$ cat src/rtl/i2s_arb_pkg.sv
// Shared types and defaults for the I2S source arbiter: FSM state encoding,
// underrun counter width and default parameter values.
package i2s_arb_pkg;

    typedef enum logic {
        ARB_IDLE,
        ARB_GRANT
    } arb_state_t;

    localparam int UNDERRUN_W  = 16;
    localparam int BURST_CNT_W = 8;
    localparam int DEF_NUM_SRC = 4;
    localparam int DEF_DATA_W  = 32;
    localparam int DEF_BURST   = 4;

endpackage

$ cat src/rtl/i2s_src_arbiter_rr.sv
// Rotating-priority picker: selects the first requester after last_id,
// wrapping around. Purely combinational.
module rr_arbiter #(
    parameter int N    = 4,
    parameter int ID_W = $clog2(N)
) (
    input  logic [N-1:0]    req,
    input  logic [ID_W-1:0] last_id,
    output logic            gnt_valid,
    output logic [ID_W-1:0] gnt_id
);

    always_comb begin
        logic [ID_W-1:0] idx;
        // NOTE: every output gets a default before any conditional write, so no latch is inferred.
        gnt_valid = |req;
        gnt_id    = '0;
        idx       = '0;
        // Walk from farthest to nearest so the nearest requester overwrites last.
        for (int d = N; d >= 1; d--) begin
            idx = ID_W'((int'(last_id) + d) % N);
            if (req[idx]) begin
                gnt_id = idx;
            end
        end
    end

endmodule

$ cat src/rtl/i2s_src_arbiter.sv
// Round-robin scheduler sharing the stereo TX FIFO pair between audio sources.
// Define I2S_ARB_UNDERRUN_EN to insert zero pairs when the FIFOs run dry.
module i2s_src_arbiter
    import i2s_arb_pkg::*;
#(
    parameter int NUM_SRC = DEF_NUM_SRC,
    parameter int DATA_W  = DEF_DATA_W,
    parameter int BURST   = DEF_BURST
) (
    input  logic                        i_clk,
    input  logic                        i_rst_n,
    input  logic                        i_enable,
    input  logic [NUM_SRC-1:0]          i_en_mask,
    input  logic [NUM_SRC-1:0]          i_src_valid,
    input  logic [NUM_SRC*DATA_W-1:0]   i_src_left,
    input  logic [NUM_SRC*DATA_W-1:0]   i_src_right,
    output logic [NUM_SRC-1:0]          o_src_ready,
    input  logic                        i_fifol_full,
    input  logic                        i_fifor_full,
    input  logic                        i_fifol_empty,
    input  logic                        i_fifor_empty,
    output logic                        o_txl_wr,
    output logic                        o_txr_wr,
    output logic [DATA_W-1:0]           o_txl_data,
    output logic [DATA_W-1:0]           o_txr_data,
    output logic                        o_grant_valid,
    output logic [$clog2(NUM_SRC)-1:0]  o_grant_id,
    output logic [UNDERRUN_W-1:0]       o_underrun_cnt
);

    localparam int ID_W = $clog2(NUM_SRC);

    arb_state_t             state_q, state_d;
    logic [ID_W-1:0]        grant_id_q, grant_id_d;
    logic [ID_W-1:0]        last_id_q, last_id_d;
    logic [BURST_CNT_W-1:0] burst_cnt_q, burst_cnt_d;
    logic [NUM_SRC-1:0]     eligible;
    logic                   rr_valid;
    logic [ID_W-1:0]        rr_id;
    logic                   xfer;
    logic                   fill;

    assign eligible = {NUM_SRC{i_enable}} & i_en_mask & i_src_valid;

    rr_arbiter #(
        .N    (NUM_SRC),
        .ID_W (ID_W)
    ) u_rr (
        .req       (eligible),
        .last_id   (last_id_q),
        .gnt_valid (rr_valid),
        .gnt_id    (rr_id)
    );

    // Both FIFOs must have room: a pair is only ever written as a whole.
    assign xfer = (state_q == ARB_GRANT) & eligible[grant_id_q]
                & ~i_fifol_full & ~i_fifor_full;

    always_comb begin
        state_d     = state_q;
        grant_id_d  = grant_id_q;
        last_id_d   = last_id_q;
        burst_cnt_d = burst_cnt_q;
        case (state_q)
            ARB_IDLE: begin
                if (rr_valid) begin
                    grant_id_d  = rr_id;
                    burst_cnt_d = BURST_CNT_W'(BURST - 1);
                    state_d     = ARB_GRANT;
                end
            end
            ARB_GRANT: begin
                if (!eligible[grant_id_q] || (xfer && burst_cnt_q == '0)) begin
                    state_d   = ARB_IDLE;
                    last_id_d = grant_id_q;
                end else if (xfer) begin
                    burst_cnt_d = burst_cnt_q - 1'b1;
                end
            end
            default: state_d = ARB_IDLE;
        endcase
    end

    // NOTE: sequential state uses non-blocking assignments so all registers update from pre-edge values.
    always_ff @(posedge i_clk or negedge i_rst_n) begin
        if (!i_rst_n) begin
            state_q     <= ARB_IDLE;
            grant_id_q  <= '0;
            last_id_q   <= ID_W'(NUM_SRC - 1);
            burst_cnt_q <= '0;
        end else begin
            state_q     <= state_d;
            grant_id_q  <= grant_id_d;
            last_id_q   <= last_id_d;
            burst_cnt_q <= burst_cnt_d;
        end
    end

    always_comb begin
        o_src_ready = '0;
        if (xfer) begin
            o_src_ready[grant_id_q] = 1'b1;
        end
    end

    assign o_txl_wr      = xfer | fill;
    assign o_txr_wr      = xfer | fill;
    assign o_txl_data    = xfer ? i_src_left[grant_id_q*DATA_W +: DATA_W]  : '0;
    assign o_txr_data    = xfer ? i_src_right[grant_id_q*DATA_W +: DATA_W] : '0;
    assign o_grant_valid = (state_q == ARB_GRANT);
    assign o_grant_id    = o_grant_valid ? grant_id_q : '0;

`ifdef I2S_ARB_UNDERRUN_EN
    logic [UNDERRUN_W-1:0] underrun_cnt_q;

    // Starved output: pad with silence rather than let the transmitter underrun.
    assign fill = (state_q == ARB_IDLE) & i_enable & i_fifol_empty & i_fifor_empty
                & ~(|eligible);

    always_ff @(posedge i_clk or negedge i_rst_n) begin
        if (!i_rst_n) begin
            underrun_cnt_q <= '0;
        end else if (fill && underrun_cnt_q != '1) begin
            underrun_cnt_q <= underrun_cnt_q + 1'b1;
        end
    end

    assign o_underrun_cnt = underrun_cnt_q;
`else
    logic unused_empty;

    assign fill           = 1'b0;
    assign unused_empty   = i_fifol_empty & i_fifor_empty;
    assign o_underrun_cnt = '0;
`endif

endmodule

$ cat config.mk
export PLATFORM = sky130hd
export DESIGN_NAME = i2s_src_arbiter
export DESIGN_NICKNAME = d
export VERILOG_FILES = /design/src/rtl/i2s_arb_pkg.sv /design/src/rtl/i2s_src_arbiter_rr.sv /design/src/rtl/i2s_src_arbiter.sv
export SDC_FILE = /design/constraint.sdc
export NUM_CORES = 1
export LEC_CHECK = 0
export CELL_PAD_IN_SITES_DETAIL_PLACEMENT = 1
export CELL_PAD_IN_SITES_GLOBAL_PLACEMENT = 1
export CORE_UTILIZATION = 16
export DETAILED_ROUTE_END_ITERATION = 10
export PLACE_DENSITY = 0.89
export SLEW_MARGIN = 20
export SYNTH_ARGS = -nofsm -noshare
export SYNTH_HDL_FRONTEND = slang
export SYNTH_HIERARCHICAL = 1
export SYNTH_SLANG_ARGS = --single-unit
$ cat constraint.sdc
create_clock -name i_clk -period 1.9 [get_ports i_clk]
set_input_delay 0.38 -clock i_clk [delete_from_list [all_inputs] [get_ports i_clk]]
set_output_delay 0.38 -clock i_clk [all_outputs]
set_load 0.05 [all_outputs]
==> flow_summary_export.csv, run 1 <==
group,metric,value,unit
run_status,status,"complete, but fails checks",
run_status,violations,"negative setup slack",
timing,grt_setup_unrepaired,"yes",
power,p_leak,0.00351,uW
placement,hpwlAfterDp,17700,um
final_layout,final_layout_size_suffix_gt1_share,47.4,%
clock_tree,cts.path.max_buffers,2,
timing,finalCritPeriodShare,127,%
placement,place_area,8360,sq um
floorplan,die_area,19700,sq um
timing,fin_ws,-0.520,ns
clock_tree,clk_latency,0.25,ns
power,pwr-share-comb,83.7,%
final_layout,final_cell_mix,"clkdlybuf4s50_1, buf_12, mux4_2, nor2b_4, buf_4",
power,powerDensity,568,nW/um^2
placement,gp_congestion,0.827,
critical_path,endpoint,"o_txr_data[8]",
clock_tree,cts_buffers,3,
grt,grt_usage,21.6,%
power,internal_power,3340,uW
critical_path,r2r_start,"burst_cnt_q[1]$_DFFE_PN0P_",
synth,synth_area,3070,sq um
power,vdd_drop_max,300,uV
drt,drc,0,
floorplan,die_x,140,um
power,switching_share,35.1,%
power,sequentialPowerShare,8.2,%
grt,grt-busiest-layer,"met2",
synth,syn_avg_cell_area,10.9,sq um
timing,final_max_slew_viol_count,0,
final_layout,area_delta_synth_final,196,%
timing,skew,0.000860,ns
grt,grt_use_met3,3.93,%
grt,grt_pass1_wl,31000,um
power,p_switching,1810,uW
critical_path,critical_path_class,"reg2out",
clock_tree,clk_pin_slew,0.05,ns
drt,drt_wl_total,22500,um
grt,grtUsageMet2,41.9,%
power,total_power,5150,uW
timing,fin_crit,2.42,ns
placement,portBuffers,341,
critical_path,rrSetupSlack,-0.01,ns
floorplan,ios,360,
drt,ant_nets,0,
floorplan,die_h,140,um
final_layout,final_nets,949,
grt,grt_max_degree,27,
drt,firstDrtPassIters,4,
final_layout,fin_area,9070,sq um
floorplan,start_util,16.3,%
drt,vias,4301,
critical_path,endpoint_kind,"primary output",
power,pwr-share-clk,8.1,%
synth,synth-seq-cells,13,
timing,fmax,413,MHz
worst_hold_path,hold_path.class,"in2async",
timing,setup_viol,70,
synth,synthCells,282,
critical_path,crit_fanout,6,
clock_tree,clockRootBuffer,"clkbuf_16",
synth,ys_warn_count,6,
floorplan,fp.coreArea,18800,sq um
synth,ys_seq_area_share,10.7,%
critical_path,rr_worst_depth,7,
run,drv_cap,0,
drt,via_per_inst,4.73,
timing,hold_viol,0,
critical_path,worstPathRequired,1.52,ns
floorplan,rows,50,
clock_tree,cts_sinks,13,
critical_path,worstSetupStartpointType,"flop",
clock_tree,htreeDepth,1,
critical_path,crit_start,"grant_id_q[0]$_DFFE_PN0P_",
final_layout,nFillCells,1905,
grt,use_met1,23.6,%
final_layout,final_common_cell,"clkdlybuf4s50_1",
critical_path,critical_path_arrival,2.04,ns
drt,post_drt_wl_per_cell,24.7,um
synth,synthDistinctLibCells,41,
grt,antenna_found_initial,1,
grt,grt_overflow,0,
critical_path,r2r_end,"o_grant_valid$_DFF_PN0_",
clock_tree,cts_tree,"built",
drt,drtIter0Drc,128,
grt,grt_pass1_vias,4762,
state kept, by name, indices dropped and copies added, names as in the netlist:
signal and count:
burst_cnt_q 8, grant_id_q 2, last_id_q 2, o_grant_valid 1
worst min-delay path by stage:
stage / to / slack [ns] / cells after the start
floorplan: burst_cnt_q[0]$_DFFE_PN0P_ / 0.08 / 0
global placement: burst_cnt_q[6]$_DFFE_PN0P_ / 0.50 / 1
detailed placement: burst_cnt_q[6]$_DFFE_PN0P_ / 0.52 / 1
CTS: burst_cnt_q[0]$_DFFE_PN0P_ / 0.46 / 2
global route: burst_cnt_q[0]$_DFFE_PN0P_ / 0.48 / 2
finish: burst_cnt_q[0]$_DFFE_PN0P_ / 0.45 / 2
cell families (layout without fill, tap and decap cells):
| logic type | after synthesis | count (layout) | share of synthesized area (%) |
|---|---|---|---|
| simple gates | 127 | 127 | 24.8 |
| mux | 73 | 73 | 50.5 |
| buf+inv | 49 | 427 | 8.45 |
| compound gates | 17 | 17 | 4.65 |
| flops | 13 | 13 | 10.7 |
| fa+ha+maj | 2 | 2 | 0.816 |
| other cells | 1 | 17 | 0.122 |
repair_timing:
item | 4_1_cts | 5_1_grt
setup buffers | 10 | 9
gates cloned | 10 | 1
pin swaps | 8 | 12
resized for setup | 49 | 35
hold buffers | 0 | 0
setup endpoints to repair | 83 | 81
hold endpoints to repair | 0 | 0
power by group through the flow:
stage	logic (uW)	registers (uW)	clock network, uW
2_1_floorplan	2370	409	0
3_3_place_gp	3910	418	0
3_5_place_dp	3990	418	0
4_1_cts	4280	411	407
5_1_grt	4530	428	430
6_report	4310	423	416
stage by stage:
step | util, % | setup WS, ns | std cells | setup TNS (ns) | hold slack [ns]
2_1_floorplan | - | -0.232 | 297 | -14.03 | 0.0844
3_3_place_gp | 44.6 | -0.777 | 879 | -52.42 | 0.502
3_5_place_dp | 44.6 | -0.795 | 879 | -54.57 | 0.524
4_1_cts | 47.5 | -0.499 | 903 | -31.28 | 0.462
5_1_grt | 48.3 | -0.571 | 910 | -36.23 | 0.479
6_report | 48.3 | -0.520 | 910 | -32.45 | 0.453
final cells by class:
cell class / count / area, sq um / share of cell area, %
Antenna cell: 1 / 2.50 / 0.0276
Clock buffer: 4 / 78.8 / 0.869
Inverter: 6 / 35.0 / 0.386
Multi-Input combinational cell: 235 / 3180 / 35.1
Sequential cell: 13 / 337 / 3.71
Tap cell: 234 / 293 / 3.23
Timing Repair Buffer: 417 / 5140 / 56.7
metal layers:
layer | share of wire, % | up-vias
met4 | 3.3 | 0
met5 | 0 | -
met3 | 6.8 | 43
met1 | 35 | 2186
li1 | - | 1867
met2 | 55 | 205
cells in the mapped netlist:
library cell / count / area [sq um]
nor2b_1: 66 / 413
mux4_2: 65 / 1460
buf_4: 17 / 128
clkbuf_1: 16 / 60.1
dfrtp_1: 11 / 275
nor2_1: 11 / 41.3
nand2_1: 10 / 37.5
buf_2: 9 / 45.0
nand2b_1: 7 / 43.8
inv_1: 6 / 22.5
or4_1: 6 / 45.0
and3_1: 5 / 31.3
o311ai_0: 5 / 43.8
mux2_2: 4 / 45.0
mux2i_1: 4 / 40.0
nand3_1: 4 / 20.0
nor3_1: 4 / 20.0
a21oi_1: 2 / 10.0
and2_1: 2 / 12.5
dfstp_2: 2 / 52.6
ha_1: 2 / 25.0
nand3b_1: 2 / 15.0
nand4_1: 2 / 12.5
nor4_1: 2 / 12.5
o211ai_1: 2 / 15.0
a21o_1: 1 / 7.51
a21oi_2: 1 / 8.76
a311o_1: 1 / 10.0
a31oi_1: 1 / 6.26
and2b_1: 1 / 7.51
and4bb_2: 1 / 12.5
buf_1: 1 / 3.75
conb_1: 1 / 3.75
nand4bb_1: 1 / 11.3
nor4b_1: 1 / 8.76
o21ai_0: 1 / 5.00
o21ai_1: 1 / 5.00
o221ai_2: 1 / 15.0
o41ai_2: 1 / 16.3
or3_1: 1 / 6.26
or3b_2: 1 / 8.76
worst max-delay path, cell delays in order, from the launching register on:
cell and delay, ns:
dfrtp_4 0.43, mux4_2 0.52, nand2b_4 0.21, buf_12 0.18, buf_16 0.15, nor2b_4 0.14
buf_12 0.14
Note: power is estimated with default switching activity, not from simulation.
==> run 2: changes to the inputs <==
- CTS_CLUSTER_DIAMETER: default -> 50
==> results of run 2 <==
Same layout as run 1: the final DEF is identical, and so are final timing and power.
